===== config.mk =====
export PLATFORM = sky130hd
export DESIGN_NAME = pfb_deadlock_watchdog
export DESIGN_NICKNAME = d
export VERILOG_FILES = /design/src/rtl/pfb_deadlock_watchdog.sv
export SDC_FILE = /design/constraint.sdc
export NUM_CORES = 1
export LEC_CHECK = 0
export BUFFER_PORTS_ARGS = -buffer_cell sky130_fd_sc_hd__clkbuf_2
export CORE_UTILIZATION = 48
export CTS_CLUSTER_SIZE = 24
export DETAILED_ROUTE_END_ITERATION = 6
export PLACE_DENSITY = 0.83
export SLEW_MARGIN = 20
export SYNTH_ARGS = -nofsm -noshare
export SYNTH_HDL_FRONTEND = slang
export SYNTH_SLANG_ARGS = --single-unit

===== constraint.sdc =====
create_clock -name clock -period 2.12 [get_ports clock]
set_clock_uncertainty 0.05 [all_clocks]
set_input_delay 0.106 -clock clock [delete_from_list [all_inputs] [get_ports clock]]
set_output_delay 0.106 -clock clock [all_outputs]
set_load 0.005 [all_outputs]

===== src/rtl/pfb_deadlock_watchdog.sv =====
// Purpose: qualify a sustained all-process stall against THRESH, then list each blocked monitor index.
// Latency: deadlock rises on the edge sampling the THRESH-th stalled cycle; the scan takes 1 cycle per clear bit.
// Backpressure: a report holds report_valid/report_idx until report_ready; the scan pauses meanwhile.
// Build option: define PFB_DEADLOCK_SNAPSHOT_EN to expose the captured block vector on `snapshot`.
module pfb_deadlock_watchdog #(
    parameter int N_MON  = 8,
    parameter int THRESH = 1024,
    parameter int CNT_W  = 16,
    parameter int IDX_W  = 3
) (
    input  logic             clock,
    input  logic             reset,
    input  logic             enable,
    input  logic [N_MON-1:0] mon_block,
    input  logic [N_MON-1:0] mon_idle,
    output logic             deadlock,
    output logic             report_valid,
    output logic [IDX_W-1:0] report_idx,
    input  logic             report_ready,
    output logic [CNT_W-1:0] stall_cnt,
    output logic [N_MON-1:0] snapshot
);

    typedef enum logic [2:0] {
        IDLE   = 3'd0,
        WATCH  = 3'd1,
        SCAN   = 3'd2,
        REPORT = 3'd3,
        HALT   = 3'd4
    } state_t;

    localparam logic [IDX_W-1:0] LAST_IDX  = IDX_W'(N_MON - 1);
    localparam logic [CNT_W-1:0] THRESH_M1 = CNT_W'(THRESH - 1);
    localparam logic [CNT_W-1:0] CNT_MAX   = {CNT_W{1'b1}};

    state_t           state;
    logic [N_MON-1:0] cap;
    logic [IDX_W-1:0] scan_idx;
    logic             stalled;

    // A stall needs at least one blocked process and no process making progress.
    assign stalled = (|mon_block) & (&(mon_block | mon_idle));

    // Watchdog FSM: stall qualification, capture, then ordered scan/report of blocked indices.
    always_ff @(posedge clock) begin
        if (reset) begin
            state        <= IDLE;
            deadlock     <= 1'b0;
            report_valid <= 1'b0;
            report_idx   <= '0;
            stall_cnt    <= '0;
            cap          <= '0;
            scan_idx     <= '0;
        end else if (!enable) begin
            // Disarming abandons any scan in progress and clears every visible flag.
            state        <= IDLE;
            deadlock     <= 1'b0;
            report_valid <= 1'b0;
            report_idx   <= '0;
            stall_cnt    <= '0;
            cap          <= '0;
            scan_idx     <= '0;
        end else begin
            case (state)
                IDLE: begin
                    stall_cnt <= '0;
                    state     <= WATCH;
                end

                WATCH: begin
                    if (stalled) begin
                        if (stall_cnt != CNT_MAX) begin
                            stall_cnt <= stall_cnt + 1'b1;
                        end
                        if (stall_cnt == THRESH_M1) begin
                            // Freeze the culprit set; later input changes no longer matter.
                            cap      <= mon_block;
                            deadlock <= 1'b1;
                            scan_idx <= '0;
                            state    <= SCAN;
                        end
                    end else begin
                        stall_cnt <= '0;
                    end
                end

                SCAN: begin
                    if (cap[scan_idx]) begin
                        report_idx   <= scan_idx;
                        report_valid <= 1'b1;
                        state        <= REPORT;
                    end else if (scan_idx == LAST_IDX) begin
                        state <= HALT;
                    end else begin
                        scan_idx <= scan_idx + 1'b1;
                    end
                end

                REPORT: begin
                    // report_idx stays put until the consumer takes it.
                    if (report_valid && report_ready) begin
                        report_valid <= 1'b0;
                        if (scan_idx == LAST_IDX) begin
                            state <= HALT;
                        end else begin
                            scan_idx <= scan_idx + 1'b1;
                            state    <= SCAN;
                        end
                    end
                end

                HALT: begin
                    report_valid <= 1'b0;
                end

                default: begin
                    state        <= IDLE;
                    deadlock     <= 1'b0;
                    report_valid <= 1'b0;
                    stall_cnt    <= '0;
                end
            endcase
        end
    end

`ifdef PFB_DEADLOCK_SNAPSHOT_EN
    // The capture register is only non-zero from detection until IDLE, so it doubles as the snapshot.
    assign snapshot = cap;
`else
    assign snapshot = '0;
`endif

endmodule


# Word-level counts from Yosys, hierarchy flattened
# Cells that the tools add are included.
# classes
n_bitwise	7
n_mux	24
n_eq_ne	14
n_addsub	2
reduce_logical	16
magnitude_cmp	1
# ops
cell	n
3-bit 2-to-1 mux	11
16-bit 2-to-1 mux	2
16-bit case mux with 2 select lines	1
16-bit by 1-bit adder with 16-bit output (second input constant)	1
16-bit by 10-bit == test with 1-bit output (second input constant)	1
16-bit != test (second input constant)	1
3-bit case mux with 5 select lines	1
2-bit != test (second input constant)	5
5-bit AND reduction	2
3-bit case mux with 3 select lines	1
3-bit AND reduction	3
8-bit OR	1
8-bit AND reduction	1
8-bit OR reduction	1
3-bit by 2-bit == test with 1-bit output (second input constant)	2
3-bit == test (second input constant)	2
3-bit != test (second input constant)	2
1-bit 2-to-1 mux	5
1-bit NOT	5
3-bit by 4-bit < comparator with 1-bit output (second input constant)	1
2-bit AND reduction	2
2-bit OR reduction	2
4-bit OR reduction	1
3-bit by 1-bit adder with 3-bit output (second input constant)	1
9 further kinds	9
# word_totals
elab_cells	71
register_bits	35

# Depth between registers and ports, before layout
# Gate-level depths: netlist (run 1).
# logic_depth
ltp_word	5
mapped_depth	7
mapped_depth_nobuf	6

# Worst setup path before layout (run 1)
# OpenSTA, ideal clock, no wires.
# synth_timing
path_kind	reg2reg
start	reg stall_cnt[0]
end	reg stall_cnt[12]
synth_period_minus_slack_ns	2.108
t_arrival_ns	1.902
setup_ns	0.156
slack_ns	0.012
required_time_ns	1.914
path_buffers	0
path_stages_with_launch	7
path_cell_list	dfxtp_1 ha_1 nand4_1 nor4_1 nand4_2 a41oi_1 a211oi_1
# synth_between
elab_chain_cells	4
# synth_lines
element	line_no	text
from (decl)	20	output logic [CNT_W-1:0] stall_cnt,
from (signal assigned)	73	stall_cnt <= stall_cnt + 1'b1;
16-bit by 1-bit adder with 16-bit output	73	
16-bit 2-to-1 mux	72	if (stall_cnt != CNT_MAX) begin
16-bit 2-to-1 mux	71	if (stalled) begin
16-bit case mux with 2 select lines	64	case (state)
# Parallel ways exist; a longest one is shown, timed or not. The select of a mux whose other input is x is not followed.
# A chain may end at the register's enable or synchronous reset.

# Worst setup path after layout (run 1)
# layout_timing
start	reg stall_cnt[13]
end	reg state[1]
# layout_between
elab_chain_cells	3
# layout_lines
element	line_no	text
16-bit by 10-bit == test with 1-bit output	75	if (stall_cnt == THRESH_M1) begin
2-bit != test (no source line)	--	
5-bit AND reduction (no source line)	--	
to (signal assigned)	80	state <= SCAN;
to (signal assigned)	91	state <= REPORT;
to (signal assigned)	93	state <= HALT;
to (decl)	36	state_t state;
# No other way between the ends.

==> results of run 1 <==
[metal layers]
layer / up-vias / global-route usage, % / wire, um
met5: - / 0 / 0
met3: 22 / 5.068 / 351
li1: 1037 / - / -
met4: 0 / 12.50 / 173
met1: 1010 / 31.01 / 2403
met2: 102 / 43.19 / 2724
[power groups by stage]
stage                     sequential [mW]  combinational, mW  clock [mW]
after floorplan                     0.677             0.0747           0
after global placement              0.680              0.105           0
after detailed placement            0.680              0.107           0
after CTS                           0.665              0.109       0.544
after global routing                0.664              0.124       0.570
final                               0.664              0.116       0.537
[flip-flops by register name, summed over array words and instances, names as in the netlist]
register	flops
stall_cnt	16
cap	8
report_idx	3
scan_idx	3
state	3
deadlock	1
report_valid	1
[cell families (layout without fill, tap and decap cells)]
family	after synthesis	count (layout)
other cells	1	8
buf+inv	22	79
xor+xnor	3	3
simple gates	110	110
flops	35	35
mux	18	18
fa+ha+maj	3	3
compound gates	55	55
[Yosys cell counts, types with 5 or more instances]
cell       n  area share (%)
a21oi_1   12             2.9
buf_4      8             2.9
nor2_1    23             4.2
mux2i_1   17             8.3
nor2b_1    5             1.5
nand3_1   12             2.9
and4_1     5             2.1
nand2_1   20             3.6
o21ai_0    8             1.9
o22ai_1    5             1.5
and3_1     9             2.7
clkbuf_1   9             1.6
nor3_1     7             1.7
nand4_1    8             2.4
a211oi_1   5             1.8
dfxtp_1   35              34
[worst reg2reg max path: stages, from the launching register on]
cell and delay, ns:
dfxtp_1 0.31, or4_4 0.55, nor4_4 0.30, a31oi_2 0.19
or3_4 0.43, o31ai_4 0.22
[worst paths after layout]
path / depth (start not counted) / slack (ns) / to / startpoint
setup / recovery: 5 / -0.009 / state[1]$_SDFFE_PP0P_ / stall_cnt[13]$_SDFFE_PP0P_
hold / removal: 3 / 0.05 / cap[1]$_SDFFE_PP0P_ / mon_block[1]
setup reg to reg: 5 / -0.009 / state[1]$_SDFFE_PP0P_ / stall_cnt[13]$_SDFFE_PP0P_
hold reg to reg: 2 / 0.43 / deadlock$_SDFFE_PP0P_ / deadlock$_SDFFE_PP0P_
[cell usage in the layout (no fill, tap or decap), types with 2 or more instances in the layout]
master	instances
clkbuf_2	40
dfxtp_1	33
buf_4	29
nor2_1	23
nand2_1	20
mux2i_1	17
a21oi_1	12
nand3_1	12
and3_1	9
nand4_1	8
o21ai_0	8
conb_1	8
nor3_1	7
clkbuf_8	7
nor2b_1	5
and4_1	5
o22ai_1	5
a211oi_1	5
nand2b_1	4
nor4_1	3
a41oi_1	3
o211ai_1	3
a22o_1	3
a211o_1	3
ha_1	3
nor4_2	2
inv_1	2
and2_1	2
a31oi_1	2
or2_2	2
xnor2_1	2
[stage by stage]
stage | setup TNS (ns) | utilization, % | std cells | setup WS (ns) | hold slack (ns)
detailed placement | 0 | 60.22 | 351 | 0.08257 | 0.3424
floorplan | 0 | - | 254 | 0.01192 | 0.1999
global placement | 0 | 60.22 | 351 | 0.1086 | 0.3312
CTS | 0 | 62.69 | 359 | 0.006871 | 0.04127
finish | -0.008673 | 63.77 | 361 | -0.008673 | 0.05079
global route | -0.2450 | 63.77 | 361 | -0.06540 | 0.04818
[cell type report]
class                   count  area, um^2
fillers                   336        1470
multi-input cells         197        1294
flip-flops and latches     35       705.7
repair buffers             69       417.9
clock buffers               8       100.1
well taps                  50       62.56
inverters                   2       7.507
[repair_timing]
action                                  in CTS  in global routing
gates resized for setup                      0                  7
endpoints found under the setup margin       0                 17
setup buffers                                0                  2
==> metrics, run 1 <==
CP endpoint kind flop; placed instance area 2444 um^2; DRT iter0 DRCs 182; Core Footprint 4058 um^2; IO buf count 40; worst-path fanout max 3; # nets final 333; Comb power frac 8.8%; Setup CP Type reg2reg; relative slew slack 68.11%; max_cap viols 0; failing checks negative setup slack; CTS Buf Count 5; layout cell share with drive strength beyond 1 29.58%; DRC 0; Seq cells post-synth 35; antenna violations before repair 0; outcome finished with violations; Worst VDD drop 0.3242 mV; period utilisation layout 100.4%; clock power share 40.8%; largest net degree at the start of global routing 13; largest family of logic cells by synthesized area simple AND/OR/NAND/NOR gates; post-route ant nets 0; total power 1.317 mW; Via Count 2,171; Pleak 1.120 nW; Antenna diodes 0; Synth Cell Area 2059 um^2; startpoint class of the critical path flop; vias per std cell 6.014; Bufs on Longest Clock Path 2; area share of fa/ha/maj cells after synthesis 1.823%; Slowest-stage cell, CP or4_4; Crit path max-delay family simple AND/OR/NAND/NOR gates; Post-Synth Simple-Gate Area 29.83%; Post-Synthesis Cells 247; Synth Area in Compound Gates 18.47%; FP Rows 23; Synth cell types 52; Max Slew Vio Count 0; WP buf/inv 0; CTS clock-pin slew for the worst setup and hold paths 0.07 ns; setup violators final 1; vias in the first global route 1,936; gr usage total 25.72%; clk_lat worst skew 0.29 ns; first-pass GRT wire length 8.776 mm; share of flip-flops with an asynchronous set or reset 0%; switching power share of the total 23.81%; dpl hpwl 3.848 mm; final setup margin -0.008673 ns; FMAX 469.8 MHz; Synth Flop Type dfxtp_1; chip width 67.50 um; HP Class in2reg; CP arrival 2.29 ns; yosys warns 0; Pre-antenna DRT Iters 5; Hold Fails Final Rpt 0; required time of the worst setup path 2.28 ns; syn avg cell area 8.338 um^2; Post-CTS Hold Buffers 0; DIE HEIGHT 67.50 um; Initial Util 50.76%; GRT overflow 0; worst-margin pin slew 0.4663 ns; crit-path max cell delay 0.55 ns; minimum clock period 2.129 ns; die footprint 4556 um^2; CTS root buf clkbuf_8; clk sinks 35; Design Area, Final 2587 um^2; mux share of post-synthesis cell area 8.809%; switching power 313.4 uW; routed wire length 5.654 mm; TritonCTS clock tree built; sequential element share of the synthesized area 34.02%; Reg power frac 50.4%; depth of the CTS H-tree 2; Int Power 1.003 mW; synthesis-to-finish area growth 25.64%; PwrDens 508.8 nW/um^2; Post-Synth XOR/XNOR Area 1.276%; num ports 49; RD Place Congestion 0.9098; EDFF count, synth 0; crit-path cells or4_4 -> nor4_4 -> a31oi_2 -> or3_4 -> o31ai_4; post-DR wirelength/cell 15.66 um
Power figures use the tool's default switching activity.
==> run 2, diff against run 1 <==
- clock period: 2.12 -> 1.9 ns (I/O delays scaled with it)
==> run 2 against run 1 <==
  * Critical path depth did not move
  * Final cell count grew 2.8%
  * Critical path type unchanged
  * Largest power group unchanged
  * Count of clock-buffer cells in the layout is 2 lower
  * Combinational power grew 18%
  * Register-to-register slack lost 0.09 ns
  * The flow still finishes with violations (negative setup slack)
  * Global-route usage up 2.0 points
==> metrics, run 2 (synthesis results as in run 1) <==
clk sinks 35; RD Place Congestion 0.8747; max_cap viols 0; CTS root buf clkbuf_8; Antenna diodes 0; CP arrival 2.15 ns; switching power 349.8 uW; final setup margin -0.09658 ns; Worst Hold Depth 3; routed wire length 5.802 mm; biggest regs stall_cnt (16), cap (8); placed instance area 2559 um^2; outcome finished with violations; Max Slew Vio Count 0; setup violators final 13; reg2reg path depth 5; largest net degree at the start of global routing 13; crit-path max cell delay 0.55 ns; reg-to-reg endpoint state[1]$_SDFFE_PP0P_; max reg flops 16; chip width 67.50 um; Slowest-stage cell, CP or4_4; period utilisation layout 105.1%; Setup CP Type reg2reg; IO buf count 40; minimum clock period 1.997 ns; Pre-antenna DRT Iters 5; gr usage total 27.72%; Design Area, Final 2675 um^2; TritonCTS clock tree built; post-route ant nets 0; Int Power 1.038 mW; DRC 0; Reg power frac 53.2%; Hold Fails Final Rpt 0; CP endpoint kind flop; DRT iter0 DRCs 119; Post-Place Worst Slack -0.09819 ns; Worst VDD drop 0.4614 mV; clock power share 36.9%; placed cells 363; final core utilization 65.93%; PwrDens 518.8 nW/um^2; die footprint 4556 um^2; FMAX 500.9 MHz; Via Count 2,207; commonest non-fill, non-tap cell in the layout clkbuf_2; worst-margin pin slew 0.6391 ns; antenna violations before repair 0; vias in the first global route 2,050; Pleak 1.172 nW; GRT overflow 0; vias per std cell 5.949; # fillers 342; clk_lat worst skew 0.29 ns; worst r2r src stall_cnt[11]$_SDFFE_PP0P_; crit-path cells or4_4 -> nor4_4 -> a31oi_2 -> or3_4 -> o31ai_2; Initial Util 50.76%; # nets final 345; RSZ-0062 raised after global routing yes; Reg2Reg Setup Slack -0.1 ns; DIE HEIGHT 67.50 um; post-DR wirelength/cell 15.64 um; hold path endpoint cap[2]$_SDFFE_PP0P_; CTS clock-pin slew for the worst setup and hold paths 0.07 ns; synthesis-to-finish area growth 29.89%; Bufs on Longest Clock Path 2; required time of the worst setup path 2.05 ns; commonest non-fill, non-tap cells in the layout clkbuf_2, buf_4, dfxtp_1; FP Rows 23; startpoint class of the critical path flop; Core Footprint 4058 um^2; fin cells 371; Comb power frac 9.8%; CTS Buf Count 5; num ports 49; depth of the CTS H-tree 2; Largest Register stall_cnt; relative slew slack 57.39%; first-pass GRT wire length 9.384 mm; failing checks negative setup slack; Post-CTS Hold Buffers 0; layout cell share with drive strength beyond 1 33.33%; Hold Startpoint mon_block[2]; switching power share of the total 25.20%; HP Class in2reg; dpl hpwl 4.267 mm; worst-path fanout max 3
run 2: changes by cell type in the layout (fill, tap and decap cells not counted), moves of 2 or more:
cell      change
dfxtp_2       +3
and3_2        +2
and3_1        -2
buf_4        +10
dfxtp_1       -2
clkbuf_8      -2
run 2: layer usage:
layer	share of wire, %	vias up	GRT usage, %
met5	0	-	0
met4	3.6	0	13.30
met3	6.5	25	8.108
met2	49	95	45.92
met1	41	1026	32.35
li1	-	1061	-
run 2: final cells by class:
type	count	area, um^2	area share, %
Timing Repair Buffer	81	524.3	19.60
Sequential cell	35	705.7	26.38
Tap cell	50	62.56	2.339
Inverter	2	7.507	0.2806
Multi-Input combinational cell	197	1303	48.69
Clock buffer	6	72.57	2.713
run 2: worst max-delay path by stage:
stage                               start                         end
2_1_floorplan   stall_cnt[0]$_SDFFE_PP0P_  stall_cnt[12]$_SDFFE_PP0P_
3_3_place_gp   stall_cnt[11]$_SDFFE_PP0P_       state[0]$_SDFFE_PP0P_
3_5_place_dp     scan_idx[0]$_SDFFE_PP0P_       state[0]$_SDFFE_PP0P_
4_1_cts        stall_cnt[11]$_SDFFE_PP0P_       state[1]$_SDFFE_PP0P_
5_1_grt        stall_cnt[11]$_SDFFE_PP0P_       state[1]$_SDFFE_PP0P_
6_report       stall_cnt[11]$_SDFFE_PP0P_       state[1]$_SDFFE_PP0P_
run 2: metrics by stage:
| stage | power, mW | hold WS [ns] | setup TNS, ns |
|---|---|---|---|
| floorplan | 0.8394 | 0.1889 | -0.01513 |
| global placement | 0.8782 | 0.3168 | -0.05430 |
| detailed placement | 0.8821 | 0.3254 | -0.3837 |
| CTS | 1.384 | 0.02489 | -0.1357 |
| global route | 1.443 | 0.04815 | -2.702 |
| finish | 1.388 | 0.02788 | -0.5929 |
run 2: worst max-delay path: cells and delay by family, from the launching register on:
| kind | cells | cell delay [ns] |
|---|---|---|
| flip-flops | 1 | 0.33 |
| AO/OA/AOI/OAI | 2 | 0.34 |
| AND/OR/NAND/NOR | 3 | 1.17 |
run 2: timing repair:
item	in CTS	in global routing
buffers inserted	1	1
endpoints found under the setup margin	6	29
pin swaps	2	0
gates resized for setup	5	3
run 2: power by group through the flow:
stage               Sequential (mW)  Clock (mW)  Combinational, mW
floorplan                     0.756           0             0.0835
global placement              0.756           0              0.122
detailed placement            0.756           0              0.126
CTS                           0.739       0.512              0.132
global route                  0.739       0.555              0.149
finish                        0.739       0.512              0.137
==> run 3, diff against run 2 <==
- CORE_MARGIN: not set -> 1
- CTS_CLUSTER_SIZE: 24 -> not set
- SETUP_SLACK_MARGIN: not set -> 0.15
==> run 3 against run 2 <==
  * The run still ends with negative setup slack left
  * Fmax rose by 3.7%
  * Hold slack improved by 0.020 ns
  * Global-route usage rose by 0.88 points
  * Worst setup slack improved by 0.071 ns
  * Final cell count rose by 3.2%
  * Sequential cell count did not move
  * Core utilization rose by 6.5 points
  * Critical path type unchanged
  * Largest cell class unchanged
==> metrics, run 3 (synthesis results as in run 1) <==
outcome finished with violations; failing checks negative setup slack; CTS clock-pin slew for the worst setup and hold paths 0.07 ns; Pre-antenna DRT Iters 5; depth of the CTS H-tree 2; gr usage total 28.60%; worst r2r src stall_cnt[8]$_SDFFE_PP0P_; GRT overflow 0; CP arrival 2.11 ns; TritonCTS clock tree built; post-route ant nets 0; FMAX 519.4 MHz; Via Count 2,354; final core utilization 72.46%; antenna violations before repair 0; dpl hpwl 4.158 mm; largest net degree at the start of global routing 13; Hold Startpoint mon_block[7]; FP Rows 23; post-DR wirelength/cell 17.71 um; commonest non-fill, non-tap cell in the layout buf_4; synthesis-to-finish area growth 42.77%; die footprint 4556 um^2; CTS root buf clkbuf_8; max reg flops 16; Setup CP Type reg2reg; Post-Place Worst Slack -0.08103 ns; vias per std cell 6.146; startpoint class of the critical path flop; HP Class in2reg; DRC 0; IO buf count 40; hold path endpoint cap[7]$_SDFFE_PP0P_; required time of the worst setup path 2.09 ns; placed instance area 2614 um^2; max_cap viols 0; vias in the first global route 2,083; final setup margin -0.02538 ns; RD Place Congestion 0.8713; # nets final 355; Hold Fails Final Rpt 0; reg2reg path depth 7; commonest non-fill, non-tap cells in the layout buf_4, clkbuf_2, dfxtp_1; clk_lat worst skew 0.29 ns; reg-to-reg endpoint stall_cnt[4]$_SDFFE_PP0P_; PwrDens 507.8 nW/um^2; Worst Hold Depth 3; Core Footprint 4058 um^2; Worst VDD drop 0.4613 mV; routed wire length 6.784 mm; Pleak 1.263 nW; period utilisation layout 101.3%; Setup Total Neg Slack -0.1216 ns; num ports 49; chip width 67.50 um; setup violators final 12; Reg2Reg Setup Slack -0.03 ns; Design Area, Final 2940 um^2; first-pass GRT wire length 9.722 mm; minimum clock period 1.925 ns; CP endpoint kind flop; CTS Buf Count 5; worst-margin pin slew 0.6740 ns; relative slew slack 55.07%; Antenna diodes 0; RSZ-0062 raised after global routing yes; DIE HEIGHT 67.50 um; layout cell share with drive strength beyond 1 43.24%; DRT iter0 DRCs 247; clk sinks 35; Bufs on Longest Clock Path 2; Largest Register stall_cnt; Initial Util 50.76%; biggest regs stall_cnt (16), cap (8); Max Slew Vio Count 0; worst-path fanout max 7
==> run 3: cell types whose count changed in the layout (fill, tap and decap cells not counted), sizes merged <==
cell,before,now
clkbuf,46,48
buf,41,51
==> run 3: repair_timing <==
item / CTS / global route
endpoints found under the setup margin: 22 / 33
resized for setup: 9 / 27
pin swaps: 8 / 6
hold buffers: 0 / 0
buffers inserted: 8 / 1
==> run 3: where the power goes <==
part / internal [mW] / switching, mW / total [mW]
Clock: 0.331 / 0.280 / 0.611
Combinational: 0.0605 / 0.0851 / 0.146
Sequential: 0.733 / 0.00341 / 0.737
Total: 1.13 / 0.368 / 1.49
==> run 3: final cells by class <==
class                      count  area, um^2
multi-input combinational    197        1444
clock buffer                   8       100.1
tap                           50       62.56
inverter                       2       7.507
sequential                    35       715.7
fill                         279        1117
timing repair buffer          91       610.6
==> run 3: per-layer routing <==
layer	part of all wire [%]	global-route usage [%]
met4	3.6	14.89
met3	6.0	5.574
met1	40	35.15
met5	0	0
met2	50	46.78
==> run 3: worst max-delay path, stage by stage (launching register included) <==
cell and delay (ns):
dfxtp_2 0.34, nand4_1 0.20, buf_4 0.22, nor4_4 0.32, nand4_2 0.18, buf_6 0.16, a21oi_4 0.21, a22o_1 0.18
==> run 3: metrics by stage <==
stage	instances	hold WS [ns]	total power, mW
final	383	0.04816	1.493
after global routing	383	0.05269	1.539
after CTS	382	0.02653	1.476
after detailed placement	366	0.3299	0.8804
after global placement	366	0.3203	0.8771
after floorplan	254	0.1889	0.8379
==> run 3: worst max-delay path by stage <==
stage                                          start                        end  slack (ns)
after floorplan           stall_cnt[11]$_SDFFE_PP0P_      state[0]$_SDFFE_PP0P_      -0.006
after global placement    stall_cnt[11]$_SDFFE_PP0P_   scan_idx[0]$_SDFFE_PP0P_      -0.003
after detailed placement  stall_cnt[11]$_SDFFE_PP0P_   scan_idx[2]$_SDFFE_PP0P_       -0.08
after CTS                  stall_cnt[1]$_SDFFE_PP0P_      state[1]$_SDFFE_PP0P_        0.01
after global routing      stall_cnt[11]$_SDFFE_PP0P_  stall_cnt[7]$_SDFFE_PP0P_       -0.10
final                      stall_cnt[8]$_SDFFE_PP0P_  stall_cnt[4]$_SDFFE_PP0P_       -0.03
